==> src/rtl/audio_sfx_pkg.sv <==
// Shared constants for the pong sound-effect scheduler: effect indices,
// FSM state encodings, default tone half-periods and durations.
package audio_sfx_pkg;

    localparam logic [1:0] SFX_PADDLE = 2'd0;
    localparam logic [1:0] SFX_WALL   = 2'd1;
    localparam logic [1:0] SFX_SCORE  = 2'd2;

    typedef logic [1:0] sfx_state_t;

    localparam sfx_state_t ST_IDLE = 2'd0;
    localparam sfx_state_t ST_LOAD = 2'd1;
    localparam sfx_state_t ST_PLAY = 2'd2;
    localparam sfx_state_t ST_GAP  = 2'd3;

    // Half-periods in clk cycles at 25 MHz: 440 Hz, 220 Hz, 880 Hz.
    localparam int HP_PADDLE = 28409;
    localparam int HP_WALL   = 56818;
    localparam int HP_SCORE  = 14205;

    // Effect durations in ms ticks.
    localparam int DUR_PADDLE = 50;
    localparam int DUR_WALL   = 30;
    localparam int DUR_SCORE  = 300;

    // Fixed priority: score > wall > paddle.
    function automatic logic [1:0] sfx_pick(input logic [2:0] p);
        if (p[2])      return SFX_SCORE;
        else if (p[1]) return SFX_WALL;
        else           return SFX_PADDLE;
    endfunction

endpackage

==> src/rtl/audio_square_gen.sv <==
// Square-wave tone generator: toggles wave every half_period cycles while en.
// Ports: clk, reset_n (sync, active-low), en, load (restart), half_period, wave.
module audio_square_gen #(
    parameter int PERIOD_W = 17
) (
    input  logic                clk,
    input  logic                reset_n,
    input  logic                en,
    input  logic                load,
    input  logic [PERIOD_W-1:0] half_period,
    output logic                wave
);

    logic [PERIOD_W-1:0] cnt;
    logic                tog;

    always_ff @(posedge clk) begin
        if (!reset_n) begin
            cnt <= '0;
            tog <= 1'b0;
        end else if (load || !en) begin
            cnt <= '0;
            tog <= 1'b0;
        end else if (cnt == half_period - PERIOD_W'(1)) begin
            cnt <= '0;
            tog <= ~tog;
        end else begin
            cnt <= cnt + PERIOD_W'(1);
        end
    end

    // Gated so the pin drops the same cycle the tone is disabled.
    assign wave = tog & en;

endmodule

==> src/rtl/audio_sfx_scheduler.sv <==
// Latches pong sound requests, grants by fixed priority and plays each tone
// for a fixed duration followed by a silence gap. Ports: clk, reset_n, req,
// grant, busy, tone_half_period, speaker; mute when AUDIO_SFX_MUTE_EN defined.
module audio_sfx_scheduler
    import audio_sfx_pkg::*;
#(
    parameter int TICK_DIV = 25000,
    parameter int PERIOD_W = 17,
    parameter int DUR_W    = 10,
    parameter int GAP_MS   = 10,
    parameter int HP0      = HP_PADDLE,
    parameter int HP1      = HP_WALL,
    parameter int HP2      = HP_SCORE,
    parameter int DUR0     = DUR_PADDLE,
    parameter int DUR1     = DUR_WALL,
    parameter int DUR2     = DUR_SCORE
) (
    input  logic                clk,
    input  logic                reset_n,
`ifdef AUDIO_SFX_MUTE_EN
    input  logic                mute,
`endif
    input  logic [2:0]          req,
    output logic [2:0]          grant,
    output logic                busy,
    output logic [PERIOD_W-1:0] tone_half_period,
    output logic                speaker
);

    localparam int TICK_W  = (TICK_DIV > 1) ? $clog2(TICK_DIV) : 1;
    localparam int GAP_LIM = (GAP_MS > 0) ? GAP_MS : 1;

    // A zero duration still plays for one tick.
    localparam int DL0 = (DUR0 > 0) ? DUR0 - 1 : 0;
    localparam int DL1 = (DUR1 > 0) ? DUR1 - 1 : 0;
    localparam int DL2 = (DUR2 > 0) ? DUR2 - 1 : 0;

    sfx_state_t          state;
    logic [2:0]          pending;
    logic [1:0]          sel;
    logic [TICK_W-1:0]   tick;
    logic [DUR_W-1:0]    dur_cnt;

    logic [1:0]          pick;
    logic [2:0]          pick_oh;
    logic [PERIOD_W-1:0] pick_hp;
    logic [DUR_W-1:0]    dur_last;
    logic [2:0]          clr;
    logic                tick_wrap;
    logic                preempt;
    logic                gen_en;
    logic                wave;

    always_comb begin
        pick    = sfx_pick(pending);
        pick_oh = 3'b001 << pick;

        pick_hp = PERIOD_W'(HP0);
        case (pick)
            SFX_WALL:  pick_hp = PERIOD_W'(HP1);
            SFX_SCORE: pick_hp = PERIOD_W'(HP2);
            default:   pick_hp = PERIOD_W'(HP0);
        endcase

        dur_last = DUR_W'(DL0);
        preempt  = 1'b0;
        case (sel)
            SFX_WALL: begin
                dur_last = DUR_W'(DL1);
                preempt  = pending[2];
            end
            SFX_SCORE: begin
                dur_last = DUR_W'(DL2);
                preempt  = 1'b0;
            end
            default: begin
                dur_last = DUR_W'(DL0);
                preempt  = |pending[2:1];
            end
        endcase

        clr       = (state == ST_LOAD) ? pick_oh : 3'b000;
        tick_wrap = (tick == TICK_W'(TICK_DIV - 1));
    end

    always_ff @(posedge clk) begin
        if (!reset_n) begin
            state            <= ST_IDLE;
            pending          <= '0;
            sel              <= SFX_PADDLE;
            grant            <= '0;
            tone_half_period <= '0;
            tick             <= '0;
            dur_cnt          <= '0;
        end else begin
            // A request landing on its own clear cycle survives (set wins).
            pending <= (pending & ~clr) | req;

            unique case (state)
                ST_IDLE: begin
                    if (|pending) state <= ST_LOAD;
                end
                ST_LOAD: begin
                    sel              <= pick;
                    grant            <= pick_oh;
                    tone_half_period <= pick_hp;
                    tick             <= '0;
                    dur_cnt          <= '0;
                    state            <= ST_PLAY;
                end
                ST_PLAY: begin
                    if (preempt) begin
                        state <= ST_LOAD;
                    end else if (tick_wrap) begin
                        tick <= '0;
                        if (dur_cnt == dur_last) begin
                            dur_cnt <= '0;
                            grant   <= '0;
                            state   <= ST_GAP;
                        end else begin
                            dur_cnt <= dur_cnt + DUR_W'(1);
                        end
                    end else begin
                        tick <= tick + TICK_W'(1);
                    end
                end
                ST_GAP: begin
                    if (tick_wrap) begin
                        tick <= '0;
                        if (dur_cnt == DUR_W'(GAP_LIM - 1)) begin
                            dur_cnt <= '0;
                            state   <= ST_IDLE;
                        end else begin
                            dur_cnt <= dur_cnt + DUR_W'(1);
                        end
                    end else begin
                        tick <= tick + TICK_W'(1);
                    end
                end
                default: state <= ST_IDLE;
            endcase
        end
    end

    assign busy   = (state != ST_IDLE);
    assign gen_en = (state == ST_PLAY) && (tone_half_period != '0);

    audio_square_gen #(
        .PERIOD_W (PERIOD_W)
    ) u_gen (
        .clk         (clk),
        .reset_n     (reset_n),
        .en          (gen_en),
        .load        (state == ST_LOAD),
        .half_period (tone_half_period),
        .wave        (wave)
    );

`ifdef AUDIO_SFX_MUTE_EN
    assign speaker = wave & ~mute;
`else
    assign speaker = wave;
`endif

endmodule

==> config.mk <==
export PLATFORM = sky130hd
export DESIGN_NAME = audio_sfx_scheduler
export DESIGN_NICKNAME = d
export VERILOG_FILES = /design/src/rtl/audio_sfx_pkg.sv /design/src/rtl/audio_square_gen.sv /design/src/rtl/audio_sfx_scheduler.sv
export SDC_FILE = /design/constraint.sdc
export NUM_CORES = 1
export LEC_CHECK = 0
export BUFFER_PORTS_ARGS = -buffer_cell sky130_fd_sc_hd__clkbuf_2
export CAP_MARGIN = 20
export CORE_MARGIN = 2
export CORE_UTILIZATION = 50
export DETAILED_ROUTE_END_ITERATION = 16
export PLACE_DENSITY = 0.77
export SLEW_MARGIN = 40
export SYNTH_ARGS = -nofsm -noshare
export SYNTH_HDL_FRONTEND = slang
export SYNTH_SLANG_ARGS = --single-unit
==> constraint.sdc <==
create_clock -name clk -period 6.9 [get_ports clk]
set_clock_uncertainty 0.1 [all_clocks]
set_input_delay 0.345 -clock clk [delete_from_list [all_inputs] [get_ports clk]]
set_output_delay 0.345 -clock clk [all_outputs]
set_load 0.02 [all_outputs]
# --- After elaboration in Yosys (flattened, before gate mapping) ---
# Index checks and enable logic that the tools add are counted.
classes:
  n_eq_ne: 19
  n_mux: 26
  n_mul: 0
  n_reduce_logical: 16
  shift: 1
  n_lt_le_gt_ge: 0
  n_addsub: 4
  bitwise_logic: 6
  div: 0
op_table:
  columns: ["cell", "count"]
  rows:
  - ["$mux 10", 5]
  - ["$pmux 15 s3", 1]
  - ["$pmux 16 s2", 1]
  - ["$mux 15", 2]
  - ["$pmux 10 s3", 1]
  - ["$pmux 9 s2", 1]
  - ["$add 17x1->17 const B", 1]
  - ["$eq 17x17->1", 1]
  - ["$reduce_bool 17->1", 1]
  - ["$sub 17x1->17 const B", 1]
  - ["$add 15x1->15 const B", 1]
  - ["$eq 15x15->1 const B", 1]
  - ["$mux 2", 7]
  - ["$mux 3", 4]
  - ["$ne 2x2->1 const B", 6]
  - ["$add 10x1->10 const B", 1]
  - ["$eq 10x10->1", 1]
  - ["$eq 10x4->1 const B", 1]
  - ["$eq 2x2->1 const B", 4]
  - ["$pmux 2 s4", 1]
  - ["$reduce_and 4->1", 2]
  - ["$eq 2x1->1 const B", 3]
  - ["$ne 3x3->1 const B", 2]
  - ["$pmux 3 s2", 1]
  - ["18 further kinds", 22]
word_totals:
  memories: 0
  ff_bits: 70
  ramBits: 0
  rom_bits: 0
  word_cells: 81
  latch_bits: 0

# --- Logic depth before layout (Yosys ltp) ---
# Gate-level depths: netlist of run 1.
depth:
  ltp_word: 7
  mapped_depth: 10

# --- Cells and area by module ---
# Synthesis of run 1 repeated with hierarchy kept, for this count alone.
unflattened:
  cells_unflattened: 433
  area_unflattened_um2: 3664.8
by_module_without_submodules:
  columns: ["module", "cells_each", "instances", "area_each_um2"]
  rows:
  - ["audio_sfx_scheduler", 245, 1, 2180.8]
  - ["audio_square_gen", 188, 1, 1483.9]

# --- Worst setup path after synthesis of run 1 ---
# No wires, ideal clock.
synth_timing:
  kind: "flip-flop to flip-flop"
  startpoint: "reg tone_half_period[13]"
  endpoint: "reg u_gen.cnt[2]"
  setup_ps: 115
  required_time_ps: 6685
  slack_ps: 4279
  path_stages_with_launch: 11
  synth_period_minus_slack_ps: 2621
  t_arrival_ps: 2406
  path_cell_list: "dfxtp_1 -> buf_2 -> inv_1 -> ha_1 -> nor3b_1 -> mux2_2 -> o32ai_1 -> nand4_2 -> o21bai_4 -> buf_4 -> nor2_1"
synth_via:
  elab_chain_cells: 5
  elab_cells_between_ends: 7
  cone_classes: "add/sub (1); eq/ne (1); reduce/logical (5)"
synth_rtl:
  columns: ["item", "line_no", "source"]
  rows:
  - ["start: declaration", "audio_sfx_scheduler.sv:26", "output logic [PERIOD_W-1:0] tone_half_period,"]
  - ["start signal: assignment", "audio_sfx_scheduler.sv:106", "tone_half_period <= pick_hp;"]
  - ["branches (longest 4 deep; another with $sub 17x1->17)", null, null]
  - ["$reduce_or 3->1 (no line) (*)", null, null]
  - ["end signal: assignment", "audio_square_gen.sv:28", "cnt <= cnt + PERIOD_W'(1);"]
  - ["end: declaration", "audio_square_gen.sv:14", "logic [PERIOD_W-1:0] cnt;"]
# Every way passes the cells marked *.
# A chain may end at the register's enable or synchronous reset.

# --- Final worst setup path of run 1 ---
layout_timing:
  startpoint: "reg tone_half_period[13]"
  endpoint: "out speaker"
layout_via:
  elab_chain_cells: 3
layout_rtl:
  columns: ["item", "line_no", "source"]
  rows:
  - ["$reduce_bool 17->1", "audio_sfx_scheduler.sv:146", "assign gen_en = (state == ST_PLAY) && (tone_half_period != '0);"]
  - ["$logic_and 1x1->1", "audio_sfx_scheduler.sv:146", null]
  - ["$and 1x1->1", "audio_square_gen.sv:33", "assign wave = tog & en;"]
  - ["end: declaration", "audio_sfx_scheduler.sv:27", "output logic speaker"]
# No other way between the ends.

==> results of run 1 <==
==> synth_stat cells, types with 3 or more instances <==
cell / n / share of area
nand2_1: 29 / 0.035
nor2_1: 63 / 0.075
inv_1: 12 / 0.014
xor2_1: 23 / 0.064
dfxtp_1: 58 / 0.37
nor4b_1: 4 / 0.011
and3_1: 8 / 0.016
nand2b_1: 4 / 0.0080
buf_4: 13 / 0.031
nand3_1: 12 / 0.019
o21ai_0: 11 / 0.018
a21oi_1: 15 / 0.024
nor3_1: 8 / 0.013
buf_6: 3 / 0.011
ha_1: 8 / 0.032
nand4_1: 11 / 0.022
xnor2_1: 22 / 0.061
o21a_1: 3 / 0.0072
nor2b_1: 3 / 0.0060
or2_2: 3 / 0.0060
and4_1: 5 / 0.014
clkbuf_1: 6 / 0.0072
==> flip-flops by register name (all words and copies together) (netlist names) <==
name	cells
grant	3
dur_cnt	10
u_gen.tog	1
tone_half_period	5
state	2
sel	2
tick	15
pending	3
u_gen.cnt	17
==> stage by stage <==
stage | instance area, µm² | instances
floorplan | 3140 | 375
global placement | 3180 | 450
detailed placement | 3180 | 450
CTS | 3330 | 464
global route | 3330 | 464
finish | 3330 | 464
==> layer usage <==
metal | vias up | routed length (µm)
li1 | 1306 | -
met1 | 1221 | 3220
met2 | 55 | 2820
met3 | 11 | 324
met4 | 0 | 119
met5 | - | 0
==> worst reg2reg max path, stage by stage, from the launching register on <==
cell and delay (ps):
dfxtp_1 430, inv_1 150, ha_1 250, nor4b_1 570
nand3_1 270, xnor2_1 180, a211o_1 290, o21bai_4 370
nor2_1 110
==> power groups by stage <==
stage                     Combinational, mW  Clock [mW]  Sequential (mW)
final                                 0.193       0.260            0.388
after global routing                  0.214       0.281            0.392
after CTS                             0.194       0.266            0.387
after detailed placement              0.192           0            0.395
after global placement                0.189           0            0.393
after floorplan                       0.172           0            0.385
==> logic make-up after synthesis <==
kind of cell               synth area share
AOI/OAI and AO/OA                     0.120
DFF                                   0.370
adders and majority gates            0.0319
buffers and inverters                0.0702
muxes                               0.00678
xor gates and xnor gates              0.126
other                               0.00120
and+or+nand+nor                       0.274
==> cell type report <==
type                            count  area [µm²]
Sequential cell                    58        1160
Clock buffer                       14         153
Fill cell                         580        2660
Timing Repair Buffer               25         125
Tap cell                           75        93.8
Multi-Input combinational cell    280        1750
Inverter                           12        45.0
==> cell usage in the layout, fill, tap and decap left out, types with 11 or more instances in the layout <==
master    netlist  routed
nand4_1        11      11
xor2_1         23      23
nand3_1        12      12
xnor2_1        22      22
o21ai_0        11      11
clkbuf_2        0      25
nand2_1        29      29
nor2_1         63      63
dfxtp_1        58      58
inv_1          12      12
a21oi_1        15      15
==> path summary, 6_finish.rpt <==
path | from | to | slack [ps] | cells after the start
worst min-delay path | req[0] | pending[0] | 120 | 2
worst min register to register | grant[2] | grant[2] | 360 | 2
worst max-delay path | tone_half_period[13] | speaker | 4040 | 6
worst max register to register | tone_half_period[13] | u_gen.cnt[14] | 4050 | 8
==> results.yml, run 1 <==
place:
  preCtsSetupSlack_ps: 4090
  dp_hpwl_um: 4620
  place.gp.congestion: 0.829
  portBuffers: 25
detailed_routing:
  wl_per_cell_um: 14.0
  vias: 2593
  drtIter0Drc: 169
  drc: 0
  routed_wl_um: 6480
  vias_per_cell: 5.59
  dr.pass1.iters: 4
  postRouteAntennaNets: 0
synthesis:
  synthCells: 375
  synth_warnings: 0
  syn_area_mm2: 0.00314
  synth_ff_type: "dfxtp_1"
  synth_edf_count: 0
  async_flop_share: 0
  ys_seq_area_frac: 0.370
  syn_avg_cell_area_um2: 8.36
  ys_types: 58
  synth_nets: 388
  ys_seq_elements: 58
pwr:
  comb_power_share: 0.229
  p_int_uw: 562
  finalPower_uw: 841
  seq_power_share: 0.461
  switching_share: 0.331
  p_sw_uw: 279
  power_frac_clock: 0.310
  leakagePower_nw: 1.22
  p_per_area_mw_per_mm2: 252
  ir_drop_mv: 0.129
timing:
  hold_violations: 0
  grt_setup_unrepaired: "no"
  final.min_clock_period_ps: 2860
  slew_viol_final: 0
  setup_viol: 0
  max-slew-margin-rel: 0.560
  whs_ps: 122
  worst_slack_ps: 4040
  worst_slew_pin_slew_ps: 651
  fmax_ghz: 0.350
  finalCritPeriodShare: 0.415
  finalSetupTns_ps: 0
global_routing:
  grt_pass1_wl_um: 11000
  grt_util_met1: 0.271
  use_met2: 0.282
  antenna_found_initial: 0
  grt_overflow: 0
  grt_pass1_vias: 2348
  grt_usage: 0.193
  grt_max_degree: 18
  use_met3: 0.0517
  grt-busiest-layer: "met2"
clock_tree:
  hold_buffers: 0
  ctsResizeCount: 0
  root_buffer: "clkbuf_8"
  htreeDepth: 3
  cts_tree: "done"
  clk_path_buf_depth: 2
  clkTransAtPathRegs_ps: 60
  numCtsBuffers: 9
  clock_sink_count: 58
  post-cts-setup-buffers: 0
  insertion_delay_ps: 340
critical_path:
  critical_path.slowest_cell: "nor4b_1"
  worstSetupPathType: "reg -> out"
  arrival_ps: 2420
  crit_buf_inv: 2
  cp_cell_sequence: "inv_1 > ha_1 > nor4b_1 > nand3_1 > and3_1 > clkbuf_2"
  max_stage_delay_ps: 570
  critPathCaptureType: "primary output"
  start_kind: "flop"
  worstPathRequired_ps: 6450
  cp_top_family: "simple AND/OR/NAND/NOR gates"
  path_max_fanout: 13
floorplanning:
  dieArea_mm2: 0.00692
  num_io_pins: 27
  start_util: 0.523
  fp.dieH_um: 83.2
  die_w_um: 83.2
  rows: 28
  core_mm2: 0.00599
run_status:
  outcome: "finished, final reports clean"
cells_and_area:
  drive_above_1_share: 0.113
  areaGrowthSynthToFinish_pct: 6.27
  fin_util: 0.556
  final_nets: 399
  n_antenna_cell: 0
job:
  maxCapViolations: 0
worst_hold_path:
  min_path_type: "in -> reg"
(Power assumes the default switching activity.)
==> run 2: changes to the inputs <==
clock period = 2.74 ns   (was 6.9 ns; I/O delays follow)
==> results.yml, run 2 (same netlist as run 1, synthesis figures left out) <==
cells_and_area:
  areaGrowthSynthToFinish_pct: 10.4
  largest_reg_flops: 17
  multi_input_area_mm2: 0.00176
  n_fill_cell: 536
  top_register: "u_gen.cnt"
  finalNonFillerCells: 475
  reg_top3: "u_gen.cnt: 17 flops, tick: 15 flops, dur_cnt: 10 flops"
  fin_util: 0.578
  n_antenna_cell: 0
  mostFrequentLayoutCells: "nor2_1 (63), dfxtp_1 (58), nand2_1 (29)"
  regArea_mm2: 0.00116
  final_common_cell: "nor2_1"
  final_nets: 408
  drive_above_1_share: 0.143
  finalInstanceArea_mm2: 0.00346
run_status:
  outcome: "finished, final reports clean"
timing:
  finalCritPeriodShare: 0.900
  setup_viol: 0
  final.min_clock_period_ps: 2470
  max-slew-margin-rel: 0.625
  grt_setup_unrepaired: "no"
  worst_slew_pin_slew_ps: 555
  whs_ps: 18.9
  fmax_ghz: 0.405
  hold_violations: 0
  slew_viol_final: 0
  finalSetupTns_ps: 0
critical_path:
  arrival_ps: 2650
  critical_path.slowest_cell: "nor4b_1"
  worstSetupPathType: "reg -> reg"
  cp-startpoint: "tone_half_period[13]"
  r2r-start: "tone_half_period[13]"
  cp_cell_sequence: "inv_1 > ha_1 > nor4b_1 > nand3_1 > xnor2_1 > a211o_1 > or3_1 > a21oi_1"
  path_max_fanout: 5
  critPathCaptureType: "flop"
  max_stage_delay_ps: 500
  crit_buf_inv: 1
  start_kind: "flop"
  worstPathRequired_ps: 2920
  cp_top_family: "simple AND/OR/NAND/NOR gates"
clock_tree:
  numCtsBuffers: 9
  cts_tree: "done"
  htreeDepth: 3
  clk_path_buf_depth: 2
  clkTransAtPathRegs_ps: 70
  clock_sink_count: 58
  insertion_delay_ps: 350
  root_buffer: "clkbuf_8"
floorplanning:
  fp.dieH_um: 83.2
  dieArea_mm2: 0.00692
  core_mm2: 0.00599
  rows: 28
  start_util: 0.523
  num_io_pins: 27
  die_w_um: 83.2
pwr:
  p_per_area_mw_per_mm2: 649
  leakagePower_nw: 1.28
  ir_drop_mv: 0.405
global_routing:
  grt_pass1_vias: 2476
  grt_max_degree: 18
  grt_usage: 0.205
  grt_pass1_wl_um: 11500
  grt_overflow: 0
  antenna_found_initial: 0
detailed_routing:
  vias: 2686
  drc: 0
  routed.top_layer: "met4"
  postRouteAntennaNets: 0
  met1Wirelength_um: 3230
  dr.pass1.iters: 4
  wl_met2_um: 2990
  vias_per_cell: 5.65
  wl_per_cell_um: 14.3
  drtIter0Drc: 128
  routed_wl_um: 6780
  route.met3.wl_um: 388
place:
  dp.cells: 455
  dp_hpwl_um: 4770
  portBuffers: 25
  dpl-instance-area_mm2: 0.00322
  place.gp.congestion: 0.862
worst_hold_path:
  worstHoldStart: "reset_n"
  min_path_type: "in -> reg"
job:
  maxCapViolations: 0
==> run 2: cell types whose count changed in the layout (fill, tap and decap cells not counted) <==
cell | previous run | this run
nor3b_2 | 0 | 1
clkinvlp_4 | 0 | 2
buf_12 | 0 | 1
clkbuf_1 | 4 | 0
dlygate4sd3_1 | 0 | 3
nor3b_1 | 2 | 1
buf_4 | 0 | 5
clkbuf_8 | 10 | 12
clkinv_2 | 0 | 2
==> run 2: per-layer routing <==
layer  vias to the layer above  track usage
met5                         -            0
met4                         0        0.110
met3                        16       0.0557
met2                        85        0.300
met1                      1260        0.274
li1                       1325            -
==> run 2: metrics by stage <==
step	setup slack, ps	power [mW]
finish	273	2.25
global route	108	2.36
CTS	149	2.25
detailed placement	144	1.50
global placement	285	1.49
floorplan	119	1.40
==> run 2: worst register-to-register path: cells and delay by family, from the launching register on <==
| kind | cells | cell delay [ps] |
|---|---|---|
| simple gates | 3 | 1050 |
| compound gates | 2 | 430 |
| flops | 1 | 310 |
| fa+ha+maj | 1 | 250 |
| xor+xnor | 1 | 170 |
| buf+inv | 1 | 90 |
==> run 2: layout make-up <==
type                       count  area share
timing repair buffer          34      0.0614
tap                           75      0.0271
inverter                      12      0.0130
clock inverter                 4     0.00723
clock buffer                  12      0.0477
multi-input combinational    280       0.508
sequential                    58       0.335
==> run 2: what timing repair did <==
| action | in CTS | in global routing |
|---|---|---|
| setup buffers | 0 | 1 |
| gates resized for setup | 0 | 1 |
| endpoints found under the setup margin | 0 | 18 |
| endpoints found under the hold margin | 3 | 0 |
| hold buffers | 3 | 0 |
==> run 2: worst paths after layout <==
check / endpoint / slack (ps) / cells after the start
worst max-delay path: u_gen.tog / 270 / 8
worst min-delay path: state[1] / 20 / 3
worst max register to register: u_gen.tog / 270 / 8
worst min register to register: grant[2] / 370 / 2
==> run 2: power breakdown <==
| part | switching [mW] | total, mW | internal [mW] | leakage [nW] |
|---|---|---|---|---|
| Combinational | 0.329 | 0.540 | 0.211 | 0.719 |
| Clock | 0.352 | 0.750 | 0.398 | 0.0944 |
| Sequential | 0.0727 | 0.958 | 0.885 | 0.470 |
==> run 3: changes to the inputs <==
GPL_TIMING_DRIVEN = 0   (was not set)
==> results.yml, run 3 (same netlist as run 1, synthesis figures left out) <==
cells_and_area:
  final_nets: 426
  multi_input_area_mm2: 0.00180
  regArea_mm2: 0.00116
  top_register: "u_gen.cnt"
  fin_util: 0.612
  mostFrequentLayoutCells: "nor2_1 (63), dfxtp_1 (57), nand2_1 (29)"
  areaGrowthSynthToFinish_pct: 17.0
  largest_reg_flops: 17
  n_fill_cell: 517
  reg_top3: "u_gen.cnt: 17 flops, tick: 15 flops, dur_cnt: 10 flops"
  final_common_cell: "nor2_1"
  n_antenna_cell: 0
  drive_above_1_share: 0.182
floorplanning:
  core_mm2: 0.00599
  die_w_um: 83.2
  rows: 28
  dieArea_mm2: 0.00692
  num_io_pins: 27
  start_util: 0.523
  fp.dieH_um: 83.2
clock_tree:
  htreeDepth: 3
  insertion_delay_ps: 340
  cts_tree: "done"
  clk_path_buf_depth: 2
  root_buffer: "clkbuf_8"
  clkTransAtPathRegs_ps: 60
  numCtsBuffers: 9
  clock_sink_count: 58
timing:
  worst_slew_pin_slew_ps: 515
  hold_violations: 0
  setup_viol: 0
  slew_viol_final: 0
  finalCritPeriodShare: 0.951
  finalSetupTns_ps: 0
  fmax_ghz: 0.384
  whs_ps: 358
  final.min_clock_period_ps: 2610
  grt_setup_unrepaired: "no"
  max-slew-margin-rel: 0.653
global_routing:
  grt_max_degree: 11
  grt_pass1_vias: 2576
  grt_overflow: 0
  grt_usage: 0.212
  grt_pass1_wl_um: 12200
  antenna_found_initial: 0
critical_path:
  endpoint: "u_gen.tog"
  path_max_fanout: 9
  worstSetupPathType: "reg -> reg"
  r2r_slack_ps: 130
  max_stage_delay_ps: 370
  start_kind: "flop"
  critical_path.slowest_cell: "mux2_2"
  cp-startpoint: "tone_half_period[13]"
  worstPathRequired_ps: 2910
  reg2regPathDepth: 9
  cp_cell_sequence: "clkbuf_4 > inv_1 > ha_2 > nor3b_4 > mux2_2 > o32ai_2 > nand4_2 > or3_1 > a21oi_1"
  r2r-start: "tone_half_period[13]"
  arrival_ps: 2770
  critPathCaptureType: "flop"
  r2r-end: "u_gen.tog"
detailed_routing:
  vias: 2728
  routed_wl_um: 6910
  drtIter0Drc: 123
  postRouteAntennaNets: 0
  dr.pass1.iters: 5
  vias_per_cell: 5.53
  wl_per_cell_um: 14.0
  drc: 0
place:
  dp_hpwl_um: 4850
  portBuffers: 24
  place.gp.congestion: 0.793
pwr:
  p_int_mw: 1.75
  ir_drop_mv: 0.467
  seq_power_share: 0.376
  power_frac_clock: 0.373
  p_sw_uw: 766
  leakagePower_nw: 1.40
  switching_share: 0.304
  p_per_area_mw_per_mm2: 687
  comb_power_share: 0.250
run_status:
  outcome: "finished, final reports clean"
worst_hold_path:
  min_path_type: "reg -> reg"
job:
  maxCapViolations: 0
[run 3: worst min-delay path by stage]
stage                        start         end  slack (ps)  depth (start not counted)
after global placement      req[0]  pending[0]         260                          2
final                     grant[2]    grant[2]         360                          2
after floorplan             req[2]  pending[2]         150                          2
after detailed placement    req[0]  pending[0]         270                          2
after global routing      grant[2]    grant[2]         370                          2
after CTS                 grant[2]    grant[2]         360                          2
[run 3: final cells by class]
class / instances / area share
timing repair buffer: 28 / 0.0430
inverter: 12 / 0.0123
tap: 75 / 0.0256
clock inverter: 6 / 0.0287
clock buffer: 10 / 0.0348
sequential: 58 / 0.317
multi-input combinational: 280 / 0.491
buffer: 24 / 0.0478
[run 3: layer usage]
| layer | up-vias | global-route usage | part of all wire |
|---|---|---|---|
| met4 | 0 | 0.0775 | 0.013 |
| met5 | - | 0 | 0 |
| met2 | 56 | 0.322 | 0.46 |
| met1 | 1288 | 0.295 | 0.49 |
| met3 | 12 | 0.0467 | 0.035 |
| li1 | 1372 | - | - |
[run 3: power groups by stage]
| stage | logic (mW) | clock network, mW | registers (mW) |
|---|---|---|---|
| finish | 0.630 | 0.940 | 0.948 |
| global route | 0.691 | 0.997 | 0.958 |
| CTS | 0.606 | 0.947 | 0.947 |
| detailed placement | 0.586 | 0 | 0.965 |
| global placement | 0.573 | 0 | 0.962 |
| floorplan | 0.434 | 0 | 0.969 |
[run 3: repair_timing]
| item | CTS | global route |
|---|---|---|
| hold buffers | 3 | 0 |
| buffers inserted | 1 | 0 |
| pin swaps | 1 | 1 |
| hold endpoints to repair | 3 | 0 |
| gates resized for setup | 5 | 6 |
| setup endpoints to repair | 30 | 37 |
[run 3: critical path, delay by kind of cell, from the launching register on]
family                   cells  cell delay [ps]
flip-flops                   1              340
buffers and inverters        2              330
multiplexers                 1              370
AO/OA/AOI/OAI                2              350
AND/OR/NAND/NOR              3              810
adder cells (fa/ha/maj)      1              230
[run 3: metrics by stage]
step	total power [mW]	cell area (µm²)	instances	setup WS, ps
5_1_grt	2.65	3670	493	1.54
3_5_place_dp	1.55	3350	474	-195
3_3_place_gp	1.53	3350	474	-148
6_report	2.52	3670	493	134
2_1_floorplan	1.40	3140	375	119
4_1_cts	2.50	3640	494	58.3
